<file path="src/rtl/gost34_12_2015_magma_core_if.sv">
// Request/response bundle for the Magma block cipher core.
// The master issues blocks and accepts results; the slave is the core.
interface gost34_12_2015_magma_core_if;
    logic         in_valid;
    logic         in_ready;
    logic         in_decrypt;
    logic [63:0]  in_data;
    logic [255:0] key;
    logic         out_valid;
    logic         out_ready;
    logic [63:0]  out_data;

    modport master (
        output in_valid,
        output in_decrypt,
        output in_data,
        output key,
        output out_ready,
        input  in_ready,
        input  out_valid,
        input  out_data
    );

    modport slave (
        input  in_valid,
        input  in_decrypt,
        input  in_data,
        input  key,
        input  out_ready,
        output in_ready,
        output out_valid,
        output out_data
    );
endinterface

</file>
<file path="src/rtl/gost34_12_2015_magma_core.sv">
// Iterative GOST 34.12-2015 "Magma" 64-bit block cipher, one round per clock.
// Define GOST_MAGMA_SBOX_REG_EN to register the S-layer (two clocks per round).
module gost34_12_2015_magma_core #(
    parameter int ROUNDS = 32
) (
    input  logic                            clk,
    input  logic                            rst,
    input  logic [511:0]                    sbox,
    gost34_12_2015_magma_core_if.slave      bus
);

    localparam int RW = $clog2(ROUNDS) + 1;

    typedef enum logic [1:0] {
        IDLE = 2'd0,
        RUN  = 2'd1,
        DONE = 2'd2
    } state_t;

    state_t         state;
    state_t         state_nx;
    logic           accept;

    logic [31:0]    a1;
    logic [31:0]    a0;
    logic [255:0]   kreg;
    logic           dec;
    logic [RW-1:0]  rnd;
    logic [63:0]    dout;

    logic           last;
    logic           step;
    logic           fwd;
    logic [2:0]     kidx;
    logic [31:0]    ksel;
    logic [31:0]    sum;
    logic [31:0]    sub;
    logic [31:0]    gin;
    logic [31:0]    g;

    // Forward key order for the leading rounds, reversed for the tail.
    assign fwd  = dec ? (rnd < RW'(8)) : (rnd < RW'(ROUNDS - 8));
    assign kidx = fwd ? rnd[2:0] : ~rnd[2:0];
    assign ksel = kreg[{~kidx, 5'd0} +: 32];
    assign sum  = a0 + ksel;

    // Entry v of pi_i sits at nibble (15-v) of table word i.
    for (genvar i = 0; i < 8; i++) begin : g_slayer
        logic [3:0] nib;
        assign nib = sum[4*i +: 4];
        assign sub[4*i +: 4] = sbox[{3'(i), ~nib, 2'b00} +: 4];
    end

    assign g    = {gin[20:0], gin[31:21]};
    assign last = (rnd == RW'(ROUNDS - 1));

`ifdef GOST_MAGMA_SBOX_REG_EN
    logic           phase;
    logic [31:0]    sreg;

    assign step = (state == RUN) && phase;
    assign gin  = sreg;

    always_ff @(posedge clk) begin
        if (rst) begin
            phase <= 1'b0;
            sreg  <= '0;
        end else if (accept) begin
            phase <= 1'b0;
        end else if (state == RUN) begin
            if (!phase) begin
                sreg <= sub;
            end
            phase <= ~phase;
        end
    end
`else
    assign step = (state == RUN);
    assign gin  = sub;
`endif

    always_ff @(posedge clk) begin
        if (rst) begin
            state <= IDLE;
        end else begin
            state <= state_nx;
        end
    end

    always_comb begin
        state_nx = state;
        accept   = 1'b0;
        unique case (state)
            IDLE: begin
                if (bus.in_valid) begin
                    accept   = 1'b1;
                    state_nx = RUN;
                end
            end
            RUN: begin
                if (step && last) begin
                    state_nx = DONE;
                end
            end
            DONE: begin
                if (bus.out_ready) begin
                    state_nx = IDLE;
                end
            end
            default: state_nx = IDLE;
        endcase
    end

    always_ff @(posedge clk) begin
        if (rst) begin
            a1   <= '0;
            a0   <= '0;
            kreg <= '0;
            dec  <= 1'b0;
            rnd  <= '0;
            dout <= '0;
        end else if (accept) begin
            a1   <= bus.in_data[63:32];
            a0   <= bus.in_data[31:0];
            kreg <= bus.key;
            dec  <= bus.in_decrypt;
            rnd  <= '0;
        end else if (step) begin
            if (last) begin
                // Final round leaves the halves unswapped.
                dout <= {g ^ a1, a0};
            end else begin
                a1  <= a0;
                a0  <= g ^ a1;
                rnd <= rnd + 1'b1;
            end
        end
    end

    assign bus.in_ready  = (state == IDLE);
    assign bus.out_valid = (state == DONE);
    assign bus.out_data  = dout;

endmodule

</file>
<file path="src/flat_wrapper.sv">
// flat-port wrapper written by rule: the top's interface ports become plain ports
module gost34_12_2015_magma_core_flat 
#(
    parameter int ROUNDS = 32
)
  (clk, rst, sbox, bus_in_valid, bus_in_decrypt, bus_in_data, bus_key, bus_out_ready, bus_in_ready, bus_out_valid, bus_out_data);
  gost34_12_2015_magma_core_if bus_i ();
  input  logic clk;
  input  logic rst;
  input  logic [511:0] sbox;
  input wire logic [$bits(bus_i.in_valid)-1:0] bus_in_valid;
  input wire logic [$bits(bus_i.in_decrypt)-1:0] bus_in_decrypt;
  input wire logic [$bits(bus_i.in_data)-1:0] bus_in_data;
  input wire logic [$bits(bus_i.key)-1:0] bus_key;
  input wire logic [$bits(bus_i.out_ready)-1:0] bus_out_ready;
  output wire logic [$bits(bus_i.in_ready)-1:0] bus_in_ready;
  output wire logic [$bits(bus_i.out_valid)-1:0] bus_out_valid;
  output wire logic [$bits(bus_i.out_data)-1:0] bus_out_data;
  assign bus_i.in_valid = bus_in_valid;
  assign bus_i.in_decrypt = bus_in_decrypt;
  assign bus_i.in_data = bus_in_data;
  assign bus_i.key = bus_key;
  assign bus_i.out_ready = bus_out_ready;
  assign bus_in_ready = bus_i.in_ready;
  assign bus_out_valid = bus_i.out_valid;
  assign bus_out_data = bus_i.out_data;
  gost34_12_2015_magma_core #(.ROUNDS(ROUNDS)) u_core (.clk(clk), .rst(rst), .sbox(sbox), .bus(bus_i));
endmodule
</file>
<file path="config.mk">
export PLATFORM = sky130hd
export DESIGN_NAME = gost34_12_2015_magma_core_flat
export DESIGN_NICKNAME = d
export VERILOG_FILES = /design/src/rtl/gost34_12_2015_magma_core_if.sv /design/src/rtl/gost34_12_2015_magma_core.sv /design/src/flat_wrapper.sv
export SDC_FILE = /design/constraint.sdc
export NUM_CORES = 1
export LEC_CHECK = 0
export CAP_MARGIN = 30
export CORE_AREA = 2 2 349 351
export CTS_BUF_LIST = sky130_fd_sc_hd__clkbuf_4 sky130_fd_sc_hd__clkbuf_8
export DETAILED_ROUTE_END_ITERATION = 6
export DIE_AREA = 0 0 351 353
export PLACE_DENSITY = 0.4
export SLEW_MARGIN = 10
export SYNTH_ARGS = -nofsm -noshare
export SYNTH_HDL_FRONTEND = slang
export SYNTH_SLANG_ARGS = --single-unit
</file>
<file path="constraint.sdc">
create_clock -name clk -period 10.2 [get_ports clk]
set_input_delay 1.53 -clock clk [delete_from_list [all_inputs] [get_ports clk]]
set_output_delay 1.53 -clock clk [all_outputs]
set_load 0.02 [all_outputs]
</file>
# Yosys cells after proc, flatten, opt, wreduce, memory -nomap -nowiden
# Cells that the tools add are included.
dict set report totals {
  ff_bits 393
  in_bits 837
}
dict set report op_classes {
  add_sub_neg 2
  magnitude_cmp 2
  eq_ne 7
  shift 9
  n_mux 14
  n_bitwise 13
  reduce_logical 8
}
# operator count
set ops {}
lappend ops {{variable part select 512 x 10 -> 4 bit} 4}
lappend ops {{variable part select 512 x 9 -> 4 bit} 2}
lappend ops {{variable part select 512 x 7 -> 4 bit} 1}
lappend ops {{variable part select 512 x 8 -> 4 bit} 1}
lappend ops {{variable part select 256 x 9 -> 32 bit} 1}
lappend ops {{2-to-1 mux 32 bit} 6}
lappend ops {{adder 32 bit} 1}
lappend ops {{inverter 4 bit} 8}
lappend ops {{bitwise XOR 32 bit} 1}
lappend ops {{adder 6 x 1 -> 6 bit (second input constant)} 1}
lappend ops {{== test 6 x 5 -> 1 bit (second input constant)} 1}
lappend ops {{< comparator 6 x 4 -> 1 bit (second input constant)} 1}
lappend ops {{< comparator 6 x 5 -> 1 bit (second input constant)} 1}
lappend ops {{2-to-1 mux 2 bit} 3}
lappend ops {{inequality test 2 bit (second input constant)} 3}
lappend ops {{inverter 3 bit} 2}
lappend ops {{case mux 2 bit (3 select lines)} 1}
lappend ops {{AND reduction 3 bit} 2}
lappend ops {{AND reduction 2 bit} 2}
lappend ops {{2-to-1 mux 1 bit} 3}
lappend ops {{2-to-1 mux 3 bit} 1}
lappend ops {{== test 2 x 1 -> 1 bit (second input constant)} 1}
lappend ops {{== test 2 bit (second input constant)} 1}
lappend ops {{zero test 2 bit} 1}
lappend ops {{5 further kinds} 6}

# Depth between registers and ports, before layout
# Gate-level depths: netlist of run 1.
dict set report logic_depth {
  word_depth 12
  ltp_mapped 22
  depth_no_buf 17
}

# Worst setup path before layout of run 1
# OpenSTA, ideal clock, no wires.
dict set report synth_path {
  path_type {reg2reg}
  startpoint {reg u_core.rnd[3]}
  endpoint {reg u_core.a0[2]}
  setup_ps 73
  arrival_ps 6200
  required_time_ps 10127
  slack_ps 3926
  stages_incl_launch_ff 22
  cell_sequence {dfxtp_1 -> maj3_1 -> nor2_4 -> xnor2_1 -> clkbuf_1 -> clkbuf_1 -> mux4_2 -> mux2_2 -> ha_1 -> fa_1 -> a21o_2 -> a221o_1 -> and4_4 -> buf_6 -> o31a_2 -> nor2_2 -> buf_4 -> mux2_2 -> o211a_1 -> a211o_1 -> a2111o_1 -> o211ai_2}
}
dict set report synth_between {
  elab_chain_len 12
}
# element line
set synth_rtl {}
lappend synth_rtl {{from (decl)} gost34_12_2015_magma_core.sv:28} ;# logic [RW-1:0] rnd;
lappend synth_rtl {{from (signal assigned)} gost34_12_2015_magma_core.sv:135} ;# rnd <= rnd + 1'b1;
lappend synth_rtl {{< comparator 6 x 5 -> 1 bit / < comparator 6 x 4 -> 1 bit (equally long branches)} gost34_12_2015_magma_core.sv:42} ;# assign fwd = dec ? (rnd < RW'(8)) : (rnd < RW'(ROUNDS - 8));
lappend synth_rtl {{2-to-1 mux 1 bit} gost34_12_2015_magma_core.sv:42}
lappend synth_rtl {{2-to-1 mux 3 bit} gost34_12_2015_magma_core.sv:43} ;# assign kidx = fwd ? rnd[2:0] : ~rnd[2:0];
lappend synth_rtl {{inverter 3 bit} gost34_12_2015_magma_core.sv:44} ;# assign ksel = kreg[{~kidx, 5'd0} +: 32];
lappend synth_rtl {{variable part select 256 x 9 -> 32 bit} gost34_12_2015_magma_core.sv:44}
lappend synth_rtl {{adder 32 bit} gost34_12_2015_magma_core.sv:45} ;# assign sum = a0 + ksel;
lappend synth_rtl {{inverter 4 bit} gost34_12_2015_magma_core.sv:51} ;# assign sub[4*i +: 4] = sbox[{3'(i), ~nib, 2'b00} +: 4];
lappend synth_rtl {{variable part select 512 x 10 -> 4 bit} gost34_12_2015_magma_core.sv:51}
lappend synth_rtl {{bitwise XOR 32 bit} gost34_12_2015_magma_core.sv:134} ;# a0 <= g ^ a1;
lappend synth_rtl {{2-to-1 mux 32 bit} gost34_12_2015_magma_core.sv:129} ;# if (last) begin
lappend synth_rtl {{2-to-1 mux 32 bit} gost34_12_2015_magma_core.sv:128} ;# end else if (step) begin
lappend synth_rtl {{2-to-1 mux 32 bit} gost34_12_2015_magma_core.sv:122} ;# end else if (accept) begin
lappend synth_rtl {{to (signal assigned)} gost34_12_2015_magma_core.sv:124} ;# a0 <= bus.in_data[31:0];
lappend synth_rtl {{to (signal assigned)} gost34_12_2015_magma_core.sv:134}
lappend synth_rtl {{to (decl)} gost34_12_2015_magma_core.sv:25} ;# logic [31:0] a0;
# Parallel ways exist; a longest one is shown, timed or not. The select of a mux whose other input is x is not followed.
# A chain may end at the register's enable or synchronous reset.

# Worst setup path in the final report of run 1
dict set report layout_path {
  startpoint {reg u_core.rnd[3]}
  endpoint {reg u_core.dout[41] (netlist: u_core.bus.out_data[41])}
}
dict set report layout_between {
  elab_chain_len 9
}
# element line
set layout_rtl {}
lappend layout_rtl {{< comparator 6 x 5 -> 1 bit / < comparator 6 x 4 -> 1 bit (equally long branches)} gost34_12_2015_magma_core.sv:42}
lappend layout_rtl {{2-to-1 mux 1 bit} gost34_12_2015_magma_core.sv:42}
lappend layout_rtl {{2-to-1 mux 3 bit} gost34_12_2015_magma_core.sv:43}
lappend layout_rtl {{inverter 3 bit} gost34_12_2015_magma_core.sv:44}
lappend layout_rtl {{variable part select 256 x 9 -> 32 bit} gost34_12_2015_magma_core.sv:44}
lappend layout_rtl {{adder 32 bit} gost34_12_2015_magma_core.sv:45}
lappend layout_rtl {{inverter 4 bit} gost34_12_2015_magma_core.sv:51}
lappend layout_rtl {{variable part select 512 x 10 -> 4 bit} gost34_12_2015_magma_core.sv:51}
lappend layout_rtl {{bitwise XOR 32 bit} gost34_12_2015_magma_core.sv:131} ;# dout <= {g ^ a1, a0};
lappend layout_rtl {{to (signal assigned)} gost34_12_2015_magma_core.sv:131}
lappend layout_rtl {{to (decl)} gost34_12_2015_magma_core.sv:29} ;# logic [63:0] dout;
# Parallel ways exist; a longest one is shown, timed or not.

==> results of run 1 <==
==> path summary, 6_finish.rpt <==
path	startpoint	endpoint	slack [ps]	cells past startpoint
max reg2reg	u_core.rnd[3]	u_core.bus.out_data[41]	2940	17
min reg2reg	u_core.kreg[111]	u_core.kreg[111]	450	2
max	u_core.rnd[3]	u_core.bus.out_data[41]	2940	17
min	u_core.kreg[111]	u_core.kreg[111]	450	2
==> worst register-to-register path: stages, from the launching register on <==
cell,delay [ps]
dfxtp_1,340
maj3_1,400
nor2_4,280
xnor2_2,160
buf_4,540
mux4_2,620
mux2_2,320
ha_2,330
buf_4,670
nand2_1,390
nor3_1,890
o31a_2,380
o211ai_4,320
a221oi_1,410
a221oi_1,170
a311oi_1,540
o21ai_1,140
a311oi_1,250
==> logic make-up after synthesis <==
group                    after synthesis  synth area share
AND/OR/NAND/NOR                     1069             0.185
flip-flops                           393             0.320
adder cells (fa/ha/maj)               35            0.0180
XOR/XNOR                              50            0.0181
multiplexers                         339             0.223
AO/OA/AOI/OAI                        728             0.192
buffers and inverters                257            0.0442
==> state kept, by name, summed over array words and instances, names as in the netlist <==
name and flops:
u_core.bus.out_data 64, u_core.rnd 6, u_core.kreg 256, u_core.a0 32, u_core.a1 32, u_core.dec 1
u_core.state 2
==> metrics by stage <==
step	instance area (um2)	utilization	instances
floorplan	24600	-	2871
global placement	35200	0.292	5209
detailed placement	35300	0.292	5212
CTS	37000	0.307	5357
global route	37100	0.307	5362
finish	37100	0.307	5369
==> where the power goes <==
part	total, uW	leakage, uW	internal [uW]	switching, uW
registers	1750	0.00322	1630	118
logic	2280	0.00889	1100	1180
clock network	1830	0.000937	1030	796
total	5860	0.0130	3770	2090
==> per-layer routing <==
| layer | part of all wire | wire length [um] | vias to the layer above |
|---|---|---|---|
| met5 | 0.00072 | 99 | - |
| met4 | 0.021 | 2860 | 16 |
| met3 | 0.063 | 8670 | 148 |
| met2 | 0.47 | 64700 | 867 |
| met1 | 0.45 | 61400 | 12600 |
| li1 | - | - | 12200 |
==> layout by cell type, fill, tap and decap left out, types with 36 or more instances in the layout <==
cell,n
nand3_1,38
clkdlybuf4s50_1,901
nand2_1,761
nand2b_1,36
nor2_1,100
mux2i_1,106
a221oi_1,60
dfxtp_1,393
mux2_2,74
mux4_2,154
a311oi_1,55
clkbuf_8,101
a21oi_1,346
a22oi_1,36
buf_4,53
o21ai_0,75
==> area by class of cell <==
cell class / count / area, um2
multi-input combinational: 2221 / 15800
tap: 1625 / 2030
fill: 12900 / 83500
inverter: 15 / 56.3
sequential: 393 / 7870
clock inverter: 14 / 136
antenna: 10 / 25.0
timing repair buffer: 960 / 9530
clock buffer: 131 / 1620
==> run summary, run 1 <==
Global-route usage over all layers: 0.214. By area the synthesized netlist is led by dfxtp_1 32%, mux4_2 14%, nand2_1 12%, a21oi_1 7.0%, mux2i_1 4.3%. During synthesis, Yosys emitted a total of 0 warnings.

The number of register bits inferred by synthesis was 393. After detailed routing, the number of vias per cell comes to 4.80. For this block, the initial DRC count from the detailed router was 1,738. Counting flops with a built-in enable in the synthesized netlist gives 0.

By count the netlist is led by 762 x nand2_1, 393 x dfxtp_1, 346 x a21oi_1, 195 x clkbuf_1, 154 x mux4_2. The ratio of final minimum period to clock period works out to 0.712. The leakage power total was 0.0130 uW.

The run finished with clean final reports. The initialized floorplan defines 128 standard-cell rows. The type of element capturing the critical path was a flip-flop. Entering global routing, the biggest net connects 191 pins. Counting every net in the synthesized netlist gives 3,742. Dominant register cell in the synthesized netlist: dfxtp_1.

For the sequential area share after synthesis, the log shows 0.320. The tools report the count of final hold-check violations as 0. The slowest stage of the critical path belongs to the cell nor3_1.

Type of origin of the critical path: a flip-flop. In this run the number of H-tree levels came out at 3. The logs give 30 for the initial antenna violation count and 5860 uW for the overall power consumption. For the global-route met2 utilization, the log shows 0.354. After global routing the overflow that remains totals 0.

The clock skew came out at 56.2 ps. The first TritonRoute pass finished after 5 iterations. In the final timing run, aggregate negative setup slack is 0 ps.

The setup path with the least slack is of type reg -> reg. Dividing the synthesized area by the synthesized cell count gives 8.57 um2. For the worst setup path, the data arrival time is 7880 ps. Buffers placed on the I/O ports in this run total 902. The share of layout cells above drive strength 1 came out at 0.131. Traced cell by cell, the critical path runs through maj3_1, nor2_4, xnor2_2, buf_4, mux4_2, mux2_2, ha_2, buf_4, nand2_1, nor3_1, o31a_2, o211ai_4, a221oi_1, a221oi_1, a311oi_1, o21ai_1, a311oi_1. Setup violations remaining at the end of the flow were counted as 0.

The power density over the cells is 158 nW/um2. The post-CTS setup-driven buffer insertion count is 0, and the post-cts sizing count is 0. Number of maximum-capacitance violations: 0. The final worst slack is 2940 ps, and the first-pass GRT wire length is 191,000 um.

The cell at the root of the clock tree was clkbuf_8. For the global routing usage on met1, the log shows 0.284. In the synthesized netlist, the number of instances is 2,871. The HPWL after detailed placement is 107,000 um. The maximum net fanout on the critical path is 103.

Setup repair after global routing left no endpoint under its margin. The detail route stage leaves a number of antenna-violating nets equal to 0. The worst path needs 7260 ps of the cycle, external delays included. The area of the die is 124,000 um2, and the synthesis-to-finish area growth is 50.6%. Across all layers, the routed design uses 25,800 vias. 903 I/O pins were placed. The congestion estimate from routability-driven global placement came to 0.875.

The met3 global-route usage was 0.0445. For this design, the CTS-stage hold fixing added 0 buffers. The floorplan step set the die height to 353 um. The tightest min-delay check is of the reg -> reg type. The clock net sink count is 393. The number of different library cells used by synthesis comes to 94.

After detailed routing, the total wire length is 138,000 um. The clock passes through at most 3 buffers. The insertion delay of the later-clocked pin in the worst-skew pair was 730 ps.

Via count of the first global-routing pass: 25,500. The global routing stage identified its most utilized layer as met2. For this run, the slowest stage of the critical path takes 890 ps. The final layout contains 4,544 nets.

Total buffers and inverters traversed by the critical path: 2. On the final layout, the worst hold slack is 451 ps. The run gives 0.0820 mV as the worst vdd rail ir drop. Slew at the pin closest to its max-slew limit: 1000 ps. The area share of the largest cell type after synthesis came out at 0.320.

For the relative max-transition margin, the log shows 0.328. The tools report the post-synthesis instance area as 24,600 um2. In the post-synthesis netlist, the cell with the most instances is nand2_1. For the initial cell density of the core, the log shows 0.204. The cell family with the largest share of critical-path delay is compound AO/OA/AOI/OAI gates. For this run, the top clock speed supported by timing is 138 MHz. The clock transition time at the flip-flop clock pins of the worst setup and hold paths works out to 60 ps.

The floorplan step defined a core boundary enclosing 121,000 um2. Data on the critical path is required at its endpoint by 10,820 ps. TritonCTS built the clock tree. Measured along the x axis, the die boundary spans 351 um. The final routed wire length divided by cell count was 25.7 um. The synthesized design spends more area on one cell type than any other, namely dfxtp_1. Async set-reset flop share out of synthesis: 0.

TritonCTS created 82 clock buffers. The tools report the number of slew-limit violations in the final report as 0. After detailed routing, the number of remaining DRC violations is 0. OpenSTA, run right after detailed placement, puts the worst setup slack at 2960 ps.
Note: power is estimated with default switching activity, not from simulation.
==> inputs of run 2 (changes only) <==
--- a/config.mk
+++ b/config.mk
@@ -10,7 +10,7 @@
 export CTS_BUF_LIST = sky130_fd_sc_hd__clkbuf_4 sky130_fd_sc_hd__clkbuf_8
 export DETAILED_ROUTE_END_ITERATION = 6
 export DIE_AREA = 0 0 351 353
-export PLACE_DENSITY = 0.4
+export PLACE_DENSITY = 0.42
 export SLEW_MARGIN = 10
 export SYNTH_ARGS = -nofsm -noshare
 export SYNTH_HDL_FRONTEND = slang
==> constraint.sdc (replaced) <==
create_clock -name clk -period 6.5 [get_ports clk]
set_input_delay 0.975 -clock clk [delete_from_list [all_inputs] [get_ports clk]]
set_output_delay 0.975 -clock clk [all_outputs]
set_load 0.02 [all_outputs]
==> run 2 against run 1 <==
Fmax grew 17%; routed wire length down 1.8%; clock power grew 47%; hold slack got worse by 2.1 ps; critical path depth up 1; global-route usage decreased by 0.35 points; largest cell class unchanged.
==> run summary, run 2 (synthesis results as in run 1) <==
The run finished with clean final reports. Setup repair after global routing left no endpoint under its margin. The clock skew came out at 42.0 ps. The fraction of power spent switching nets was 0.358; the initial cell density of the core was 0.204. The final RePlAce weighted congestion was 0.846. The number of cells on the worst reg-to-reg path is 18.

Number of placement rows: 128. Most frequent standard cell in the layout excluding fill and tap cells: clkdlybuf4s50_1. The analysis attributes to cell leakage a power of 0.0132 uW. The tools report the relative max-transition margin as 0.368. The portion of total power attributed to the clock network is 0.295. The most numerous cell on the critical path is mux2_2.

Static timing analysis puts the maximum clock frequency at 161 MHz. Post-route DRC violation count: 0. The number of buffers on the longest clock path was 3; the minimum clock period after layout was 6210 ps. The ratio of final minimum period to clock period is 0.956, and the initial antenna violation count is 25.

For this block, the initial DRC count from the detailed router was 1,802. The final standard cell utilization of the core is 0.310. The maximum net fanout on the critical path was 32. The critical hold path startpoint is u_core.bus.out_data[17]. For the number of antenna-violating nets in the routed design, the log shows 0. The data arrival at the endpoint of the critical path is 6830 ps. 903 I/O pins were placed. The clock net sink count was 393; the standard cell core area was 121,000 um2. The cell count of the worst hold path works out to 2.

The H-tree generated during clock tree synthesis spans 3 levels. The total negative slack was 0 ps. The final routed wire length divided by cell count is 25.1 um. After clock tree synthesis, the clock-pin slew on the worst setup and hold paths is 60 ps. The startpoint identified for the worst register-to-register timing path is u_core.rnd[3]. The power density over the cells is 244 nW/um2, and the sequential power share is 0.301. For the post-detailed-placement half-perimeter wirelength, the log shows 106,000 um.

For the worst-skew pair, the clock arrives at the later sink with an insertion delay of 720 ps. For this run, the slowest stage of the critical path takes 550 ps. The via count of the first global-routing pass is 25,700, and the global-route usage over all layers is 0.210. On the critical path, the stage with the largest delay is an instance of mux4_2.

The die is 351 um wide. Maximum number of pins on one net before global-route repair: 165. The worst hold path terminates at u_core.bus.out_data[17]. The share of total power in combinational logic is 0.404, and the share of layout cells above drive strength 1 is 0.138. The logs give 0 for the number of hold buffers added after CTS and 449 ps for the final-layout worst hold slack. Across all layers, the routed design uses 25,700 vias.

The critical register-to-register path endpoint was u_core.a0[10]. Relative to the synthesized area, the layout overhead comes to 51.8%. The flip-flop count of the largest register, all copies and words added was 256. The worst setup path is captured at a flip-flop.

TritonCTS built the clock tree. The mean number of vias per cell was 4.77; the total overflow reported by the global router was 0. Setup violations remaining at the end of the flow were counted as 0. Counting flops per register, the top entry is u_core.kreg. Cell internal power was estimated by the tool at 5860 uW.

The tools report the number of slew-limit violations in the final report as 0. The type of origin of the critical path was a flip-flop. The flop-to-flop setup slack is 290 ps.

The logs give 0 for the number of maximum-capacitance violations and 3270 uW for the switching component of the power. The tree is rooted in a clkbuf_8. Count of final hold-check violations: 0.

STA puts the critical path data required time at 7110 ps. The path type of the worst setup path is reg -> reg. In this run the tool buffered the top-level ports with 902 buffer cells. In the layout the commonest cells are 901 x clkdlybuf4s50_1, 761 x nand2_1, 393 x dfxtp_1, 346 x a21oi_1, 154 x mux4_2.

The first detailed-routing pass took 5 iterations. For this run, the post-layout net count is 4,578. The floorplan step defined a die boundary enclosing 124,000 um2. For the pin with the worst max-slew slack, the measured transition is 942 ps.

Walking the worst path, the cells encountered are maj3_1, nor2_4, buf_4, xnor2_2, buf_12, mux4_2, mux2_2, ha_1, and3_1, and2_1, nand4_1, or3_1, a31oi_4, or2_2, mux2_2, o2bb2ai_2, or4_1, o221ai_1. The type of the worst min-delay path is reg -> reg. The clock buffer count from CTS is 79, and the routed wire length is 135,000 um. In this run the vertical extent of the chip is 353 um. Across the VDD grid, the largest voltage drop is 0.112 mV. The run gives 189,000 um as the first-pass GRT wire length.
run 2: how the worst max path moves through the flow:
stage,startpoint,to,slack (ps),cells past startpoint
floorplan,u_core.rnd[3],u_core.a0[2],230,21
global placement,u_core.rnd[3],u_core.a0[4],310,19
detailed placement,u_core.rnd[3],u_core.a0[6],280,19
CTS,u_core.rnd[3],u_core.a0[2],220,19
global route,u_core.rnd[3],u_core.a0[10],8,18
finish,u_core.rnd[3],u_core.a0[10],290,18
run 2: what timing repair did:
action / 4_1_cts / 5_1_grt
resized for setup: 0 / 6
setup buffers: 0 / 0
endpoints found under the setup margin: 0 / 12
run 2: routing by layer:
metal  part of all wire  wire, um  global-route usage
met1               0.45     61100               0.282
met2               0.47     63900               0.345
met5             0.0010       136                   0
met3              0.057      7690              0.0436
met4              0.019      2520              0.0454
run 2: power groups by stage:
stage / registers, uW / logic [uW] / clock network [uW]
6_report: 2750 / 3690 / 2690
5_1_grt: 2770 / 3990 / 2920
4_1_cts: 2760 / 3720 / 2820
3_5_place_dp: 2820 / 3710 / 0
3_3_place_gp: 2820 / 3710 / 0
2_1_floorplan: 2690 / 2210 / 0
run 2: per-stage QoR:
stage,instance area [um2],worst slack [ps],std cells,power [uW]
detailed placement,35600,278,5249,6530
global placement,35600,314,5247,6530
floorplan,24600,226,2871,4900
global route,37400,7.53,5391,9670
finish,37400,288,5394,9130
CTS,37300,222,5383,9310
run 2: area by class of cell:
class                      instances  area, um2
fill                           12900      83200
clock buffer                     123       1510
inverter                          15       56.3
multi-input combinational       2221      15800
clock inverter                    11        121
antenna                            9       22.5
tap                             1625       2030
sequential                       393       7870
timing repair buffer             997       9950
run 2: worst max-delay path: cells and delay by family, from the launching register on:
kind | cells | cell delay [ps]
simple gates | 7 | 2220
fa+ha+maj | 2 | 860
flops | 1 | 340
buf+inv | 2 | 480
mux | 3 | 1290
xor+xnor | 1 | 180
compound gates | 3 | 650
